--- src/rtl/instr_fetch_unit.sv ---
// -----------------------------------------------------------------------------
// instr_fetch_unit
//
// Processor front end. Generates the program counter, fetches instruction
// words from instruction memory over a req/ack handshake (one request in
// flight at a time), and holds them in a small FIFO whose head is presented
// to decode together with its PC and opcode field. Taken branches/jumps from
// execute redirect the fetch PC and flush everything fetched on the wrong
// path.
//
// Ports
//   clk, rst        clock; synchronous active-high reset
//   imem_req        fetch request, held until imem_ack
//   imem_addr       fetch address (stable while imem_req=1)
//   imem_ack        memory response valid (only looked at while requesting)
//   imem_rdata      instruction word, valid with imem_ack
//   redirect_valid  taken branch/jump from execute
//   redirect_pc     new fetch target (low two bits ignored)
//   halt            stop issuing new requests
//   instr_valid     buffer head valid
//   instr_ready     decode accepts the head this cycle
//   instr_out       head instruction word (0 when empty)
//   pc_out          PC of head instruction (0 when empty)
//   opcode_out      instr_out[INSTR_W-1:INSTR_W-6], for the control unit
//   busy            request outstanding or buffer non-empty
// -----------------------------------------------------------------------------
module instr_fetch_unit #(
  parameter int unsigned       ADDR_W   = 32,
  parameter int unsigned       INSTR_W  = 32,
  parameter logic [ADDR_W-1:0] RESET_PC = '0,
  parameter int unsigned       DEPTH    = 2
) (
  input  logic               clk,
  input  logic               rst,
  output logic               imem_req,
  output logic [ADDR_W-1:0]  imem_addr,
  input  logic               imem_ack,
  input  logic [INSTR_W-1:0] imem_rdata,
  input  logic               redirect_valid,
  input  logic [ADDR_W-1:0]  redirect_pc,
  input  logic               halt,
  output logic               instr_valid,
  input  logic               instr_ready,
  output logic [INSTR_W-1:0] instr_out,
  output logic [ADDR_W-1:0]  pc_out,
  output logic [5:0]         opcode_out,
  output logic               busy
);

  localparam int unsigned       PTR_W   = (DEPTH > 1) ? $clog2(DEPTH) : 1;
  localparam int unsigned       CNT_W   = PTR_W + 1;
  localparam logic [CNT_W-1:0]  DEPTH_C = CNT_W'(DEPTH);
  localparam logic [ADDR_W-1:0] PC_STEP = ADDR_W'(4);

  typedef enum logic {
    S_IDLE = 1'b0,
    S_REQ  = 1'b1
  } state_t;

  state_t             state_q, state_d;
  logic [ADDR_W-1:0]  fetch_pc_q, fetch_pc_d;
  logic [ADDR_W-1:0]  req_addr_q, req_addr_d;
  logic               discard_q, discard_d;
  logic [CNT_W-1:0]   count_q, count_d;
  logic [PTR_W-1:0]   rd_ptr_q, rd_ptr_d;
  logic [PTR_W-1:0]   wr_ptr_q, wr_ptr_d;

  logic [INSTR_W-1:0] buf_instr_q [DEPTH];
  logic [ADDR_W-1:0]  buf_pc_q    [DEPTH];

  logic               push;
  logic               pop;
  logic               start;
  logic [ADDR_W-1:0]  redirect_target;
  logic               redirect_lsb_unused;

  // Fetch addresses are word aligned; the byte offset of the target is dropped.
  assign redirect_target     = {redirect_pc[ADDR_W-1:2], 2'b00};
  assign redirect_lsb_unused = ^redirect_pc[1:0];

  // ---------------------------------------------------------------------------
  // Next-state logic: fetch FSM, PC, discard flag and FIFO bookkeeping
  // ---------------------------------------------------------------------------
  always_comb begin
    state_d    = state_q;
    fetch_pc_d = fetch_pc_q;
    req_addr_d = req_addr_q;
    discard_d  = discard_q;
    push       = 1'b0;
    start      = 1'b0;
    // A flush discards the head, so a pop in the redirect cycle is ignored.
    pop        = (count_q != '0) && instr_ready && !redirect_valid;

    case (state_q)
      S_IDLE: begin
        // Only one request in flight, so in IDLE nothing is outstanding and a
        // free slot is guaranteed for the response before we ask for it.
        if (!halt && (count_q < DEPTH_C)) begin
          state_d = S_REQ;
          start   = 1'b1;
        end
      end
      S_REQ: begin
        if (imem_ack) begin
          state_d   = S_IDLE;
          discard_d = 1'b0;
          if (!redirect_valid && !discard_q) begin
            push       = 1'b1;
            fetch_pc_d = fetch_pc_q + PC_STEP;
          end
        end else if (redirect_valid) begin
          // The bus request cannot be withdrawn; mark its response as stale.
          discard_d = 1'b1;
        end
      end
      default: state_d = S_IDLE;
    endcase

    if (redirect_valid) begin
      fetch_pc_d = redirect_target;
    end

    // Latch the address for the new request so it stays stable on the bus
    // even if a redirect moves fetch_pc while the request is pending.
    if (start) begin
      req_addr_d = fetch_pc_d;
    end

    if (redirect_valid) begin
      count_d  = '0;
      rd_ptr_d = '0;
      wr_ptr_d = '0;
    end else begin
      count_d  = count_q + CNT_W'(push) - CNT_W'(pop);
      rd_ptr_d = rd_ptr_q + PTR_W'(pop);
      wr_ptr_d = wr_ptr_q + PTR_W'(push);
    end
  end

  // ---------------------------------------------------------------------------
  // Control state registers
  // ---------------------------------------------------------------------------
  always_ff @(posedge clk) begin
    if (rst) begin
      state_q    <= S_IDLE;
      fetch_pc_q <= RESET_PC;
      req_addr_q <= RESET_PC;
      discard_q  <= 1'b0;
      count_q    <= '0;
      rd_ptr_q   <= '0;
      wr_ptr_q   <= '0;
    end else begin
      state_q    <= state_d;
      fetch_pc_q <= fetch_pc_d;
      req_addr_q <= req_addr_d;
      discard_q  <= discard_d;
      count_q    <= count_d;
      rd_ptr_q   <= rd_ptr_d;
      wr_ptr_q   <= wr_ptr_d;
    end
  end

  // ---------------------------------------------------------------------------
  // Instruction buffer storage (data only, validity lives in count_q)
  // ---------------------------------------------------------------------------
  always_ff @(posedge clk) begin
    if (push && !rst) begin
      buf_instr_q[wr_ptr_q] <= imem_rdata;
      buf_pc_q[wr_ptr_q]    <= req_addr_q;
    end
  end

  // ---------------------------------------------------------------------------
  // Outputs
  // ---------------------------------------------------------------------------
  assign imem_req    = (state_q == S_REQ);
  assign imem_addr   = imem_req ? req_addr_q : fetch_pc_q;
  assign instr_valid = (count_q != '0);
  // Storage is not reset, so the head is forced to zero while empty.
  assign instr_out   = instr_valid ? buf_instr_q[rd_ptr_q] : '0;
  assign pc_out      = instr_valid ? buf_pc_q[rd_ptr_q] : '0;
  assign opcode_out  = instr_out[INSTR_W-1 -: 6];
  assign busy        = imem_req | instr_valid;

endmodule

--- config.mk ---
export PLATFORM = sky130hd
export DESIGN_NAME = instr_fetch_unit
export DESIGN_NICKNAME = d
export VERILOG_FILES = /design/src/rtl/instr_fetch_unit.sv
export SDC_FILE = /design/constraint.sdc
export NUM_CORES = 1
export LEC_CHECK = 0
export BUFFER_PORTS_ARGS = -buffer_cell sky130_fd_sc_hd__buf_2
export CORE_AREA = 2 2 127 129
export CTS_BUF_LIST = sky130_fd_sc_hd__clkbuf_4
export CTS_CLUSTER_DIAMETER = 60
export CTS_CLUSTER_SIZE = 30
export DETAILED_ROUTE_END_ITERATION = 10
export DIE_AREA = 0 0 129 131
export PLACE_DENSITY = 0.8
export RECOVER_POWER = 25
export SYNTH_ARGS = -nofsm -noshare
export SYNTH_HDL_FRONTEND = slang
export SYNTH_SLANG_ARGS = --single-unit
export TNS_END_PERCENT = 20
--- constraint.sdc ---
create_clock -name clk -period 10.35 [get_ports clk]
set_input_delay 1.035 -clock clk [delete_from_list [all_inputs] [get_ports clk]]
set_output_delay 1.035 -clock clk [all_outputs]
set_load 0.03 [all_outputs]
Yosys cells after proc, flatten, opt, wreduce, memory -nomap -nowiden
Memory sizes are Yosys's and may differ from the RTL's. A register that Yosys moved wholly into a read port is not among the register bits.
Cells that the tools add are included.
{ "classes": {"add_sub_neg": 5, "mul": 0, "div": 0, "order_cmp": 1, "eq_ne": 0, "shifts": 0, "n_mux": 20, "bitwise": 2, "n_reduce_logical": 13} }
{ "op_table": {"columns": ["operator", "count"], "rows": [
  ["$mux 32", 7],
  ["$add 32x3->32 const B", 1],
  ["$mux 1", 12],
  ["$logic_and 1x1->1", 5],
  ["$logic_not 1->1", 4],
  ["$reduce_bool 2->1", 2],
  ["$add 1x1->1", 2],
  ["$add 2x1->2", 1],
  ["$lt 2x2->1 const B", 1],
  ["$pmux 1 s2", 1],
  ["$reduce_and 2->1", 1],
  ["$reduce_or 2->1", 1],
  ["$sub 2x1->2", 1],
  ["$not 1->1", 1],
  ["$or 1x1->1", 1]
]} }
{ "word_totals": {"regBits": 70, "latch_bits": 0, "ramBits": 128, "romBits": 0, "input_bits": 70, "out_inout_bits": 105, "n_memories": 2} }
{ "mem_list": {"columns": ["memory", "words", "word_bits", "rd", "rd_ports_with_merged_regs", "write_ports", "line", "text"], "rows": [
  ["buf_instr_q", 2, 32, 1, 1, 1, "68", "logic [INSTR_W-1:0] buf_instr_q [DEPTH];"],
  ["buf_pc_q", 2, 32, 1, 1, 1, "69", "logic [ADDR_W-1:0] buf_pc_q [DEPTH];"]
]} }

Longest topological paths before layout
{ "logic_depth": {"depth_word": 8, "depth_mapped": 11} }

Worst setup path before layout
Ideal clock, no wire load.
{ "synth_timing": {"kind": "input to register", "start": "in redirect_valid", "end": "mem buf_instr_q[0][0] (enable)", "arrival_time_ns": 6.079, "t_required_ns": 9.786, "path_slack_ns": 3.706, "cell_stages": 6, "path_buffers": 3, "path_cell_list": "buf_6 nor4bb_1 buf_4 inv_2 buf_6 nor3_1"} }
{ "synth_via": {"elab_chain_cells": 8} }
{ "synth_rtl": {"columns": ["element", "line", "text"], "rows": [
  ["from (decl)", "39", "input logic redirect_valid,"],
  ["$logic_not 1->1", "107", "if (!redirect_valid && !discard_q) begin"],
  ["$logic_and 1x1->1", "107", null],
  ["$mux 1", "107", null],
  ["$mux 1", "104", "if (imem_ack) begin"],
  ["$mux 1", "94", "case (state_q)"],
  ["$logic_and 1x1->1", "167", "if (push && !rst) begin"],
  ["$mux 1", "167", null],
  ["$mux 1 (implied by the code)", "168", "buf_instr_q[wr_ptr_q] <= imem_rdata;"],
  ["to (decl)", "68", null]
]} }
Every way passes these cells.

Worst setup path in the final report
{ "layout_timing": {"start": "reg count_q[1]", "end": "out pc_out[26]"} }
{ "layout_via": {"elab_chain_cells": 2} }
{ "layout_rtl": {"columns": ["element", "line", "text"], "rows": [
  ["from (decl)", "64", "logic [CNT_W-1:0] count_q, count_d;"],
  ["from (signal assigned)", "157", "count_q <= count_d;"],
  ["$reduce_bool 2->1", "178", "assign instr_valid = (count_q != '0);"],
  ["$mux 32", "181", "assign pc_out = instr_valid ? buf_pc_q[rd_ptr_q] : '0;"],
  ["to (decl)", "45", "output logic [ADDR_W-1:0] pc_out,"]
]} }
Every way passes these cells.

==> results.txt <==
antenna viol nets, final = 0
CTS Hold Bufs = 0
number of flops mapped to enable cells by yosys = 128
chip width = 129 microns
Critical Path Max Stage Delay = 0.58 ns
postcts setup bufs = 0
Routed WL = 18.6 mm
share of layout cells above drive strength 1 = 28.7%
Via density = 5.53
total CTS buffers = 17
clk_skew = 0.0217 ns
post-synthesis compound-gate area fraction = 6.69%
Rows = 46
initial antenna violation count = 1
cell breakdown of the critical path = nor2_4 -> buf_4 -> nor2_1 -> buf_2
Die Area = 16900 sq um
post-synthesis net count = 781
Synth Area in XOR/XNOR = 1.65%
sequential share of the synthesized area = 61.8%
Post-Synth Adder-Cell Area = 0.442%
CTS H-tree depth = 4
Fillers = 1291
I/O pin total = 175
maxcap violations = 0
vias in the first global route = 5607
Worst-path clk slew = 0.16 ns
worst reg2reg path depth = 7
hold path depth = 2
first-pass GRT wire length = 28.4 mm
Sink Count = 198
DP HPWL = 12.3 mm
critical-path maximum fanout = 37
FF-to-FF Start = imem_req$_SDFF_PP0_
Critical Path RT = 9.32 ns
crit path buf inv count = 2
# DRC = 0
post_cts resized = 0
largest net degree at the start of global routing = 66
actual slew at the worst max-slew pin = 1.17 ns
WL/cell = 17.1 microns
Worst slew margin = 22.1%
worst hold start = req_addr_q[2]$_SDFFE_PP0P_
GP Congestion = 0.834
largest family of logic cells by synthesized area = simple AND/OR/NAND/NOR gates
Worst-Skew Late Latency = 0.57 ns
Simple-Gate Fraction of Synth Area = 14.5%
crit path kind = reg -> out
Final period util = 33.1%
DR vias = 6003
area of the core = 15600 sq um
Total Routing Usage GR = 22.0%
final hold slack = 0.494 ns
Starting DRT DRC Count = 372
Post-synth ARST share = 0%
internal reg-to-reg setup slack = 7.14 ns
peak supply drop = 0.0000832 V
crit path DAT = 2.39 ns
#FFs+latches synth = 198
Crit path max-delay family = buffers and inverters
RSZ-0062 raised after global routing = no
final setup vio count = 0
Worst setup SP type = flip-flop
total number of yosys warnings = 0
post-synthesis mux area share = 11.6%
clk root buf = clkbuf_4
Synth cell types = 48
global route overflow = 0
hold worst-path end = req_addr_q[2]$_SDFFE_PP0P_
1st-pass router iterations = 6
pwr dens = 147 nW/um^2
total negative setup slack = 0 ns
Initial Util = 54.4%
Gate Count Post-Synth = 708
final hold vios = 0
Slowest-stage cell, CP = nor2_4
kind of end point of the critical path = output port
Syn-to-layout area delta = 15.1%
status = complete, no violations
leak pwr = 0.00374 uW
Crit Reg-Reg Endpoint = req_addr_q[22]$_SDFFE_PP0P_
Port Buffer Count = 172
syn avg cell area = 12.0 sq um
Chip Height = 131 microns
Peak Freq = 292 MHz
fin crit period = 3.43 ns
ys flop type = edfxtp_1
min-delay worst type = reg -> reg
CTS tree = yes
fin. max-slew vios = 0
Max Buffers Root-to-Sink = 2
nets@finish = 929
synthesized area = 8490 sq um
==> placed cells by master, fill, tap and decap left out, types with 8 or more instances in the layout <==
master and n:
a21oi_1 10, buf_2 170, buf_4 10, clkbuf_4 18, dfxtp_1 68, edfxtp_1 128
mux2_2 28, mux2i_1 67, nand2_1 24, nand2b_1 8, nand3_1 33, nand4_1 10
nor2_1 103, nor3_1 30, nor4_1 13, o21a_1 8, o21ai_0 15, o31ai_1 11
o41ai_1 9, xor2_1 10
==> through the flow <==
| step | std cells | instance area, sq um | utilization (%) | setup WS [ns] | power [uW] |
|---|---|---|---|---|---|
| floorplan | 708 | 8490 | - | 3.71 | 988 |
| global placement | 1053 | 9470 | 60.7 | 6.73 | 1030 |
| detailed placement | 1053 | 9470 | 60.7 | 6.75 | 1040 |
| CTS | 1085 | 9760 | 62.6 | 6.83 | 1450 |
| global route | 1085 | 9760 | 62.6 | 6.73 | 1500 |
| finish | 1086 | 9760 | 62.6 | 6.92 | 1440 |
==> power by group <==
| part | internal, uW | switching [uW] | leakage (uW) |
|---|---|---|---|
| clock network | 154 | 266 | 0.000166 |
| registers | 861 | 26.0 | 0.00178 |
| logic | 50.1 | 81.3 | 0.00179 |
==> metal layers <==
metal  vias up  part of all wire (%)  global-route usage, %
met5         -                     0                      0
met4         0                   1.3                   6.91
met3        18                   5.7                   4.15
met2       201                    49                   37.0
met1      2863                    44                   29.1
li1       2921                     -                      -
==> Yosys cell counts (8+ instances only) <==
cell type | n | area [sq um]
o41ai_1 | 9 | 78.8
xor2_1 | 10 | 87.6
nand2_1 | 24 | 90.1
clkbuf_1 | 34 | 128
nand2b_1 | 8 | 50.1
edfxtp_1 | 128 | 3840
mux2i_1 | 67 | 671
a21oi_1 | 10 | 50.1
o31ai_1 | 11 | 82.6
nor3_1 | 31 | 155
mux2_2 | 28 | 315
nor2_1 | 104 | 390
o21ai_0 | 15 | 75.1
nand3_1 | 33 | 165
dfxtp_1 | 70 | 1400
o21a_1 | 8 | 60.1
nor4_1 | 13 | 81.3
nand4_1 | 10 | 62.6
==> area by class of cell <==
cell class / count / area (sq um) / share of cell area (%)
flip-flops and latches: 198 / 5250 / 53.8
clock buffers: 18 / 135 / 1.38
diodes: 1 / 2.50 / 0.0256
well taps: 216 / 270 / 2.77
repair buffers: 182 / 933 / 9.56
multi-input cells: 448 / 2980 / 30.5
inverters: 9 / 33.8 / 0.346
clock inverters: 14 / 163 / 1.67
==> logic make-up after synthesis <==
logic type | Yosys count
compound gates | 78
buf+inv | 62
simple gates | 256
fa+ha+maj | 3
mux | 95
flops | 198
xor+xnor | 16
==> flip-flops by register name (all words and copies together), names as in the netlist <==
signal	flops
wr_ptr_q	1
count_q	2
buf_instr_q	64
discard_q	1
rd_ptr_q	1
req_addr_q	32
fetch_pc_q	32
buf_pc_q	64
imem_req	1
==> worst register-to-register path: cells and delay by family (launching register included) <==
kind                   cells  cell delay (ns)
and+or+nand+nor            2             1.12
AOI/OAI and AO/OA          3             0.60
DFF                        1             1.07
buffers and inverters      2             0.32
==> how the worst max path moves through the flow <==
stage / startpoint / endpoint / slack, ns / cells past startpoint
floorplan: redirect_valid / buf_instr_q[0][0]$_DFFE_PP_ / 3.71 / 6
global placement: redirect_valid / req_addr_q[22]$_SDFFE_PP0P_ / 6.73 / 8
detailed placement: redirect_valid / req_addr_q[22]$_SDFFE_PP0P_ / 6.75 / 8
CTS: count_q[1]$_SDFF_PP0_ / pc_out[26] / 6.83 / 4
global route: count_q[1]$_SDFF_PP0_ / pc_out[26] / 6.73 / 4
finish: count_q[1]$_SDFF_PP0_ / pc_out[26] / 6.92 / 4
Power figures use the tool's default switching activity.
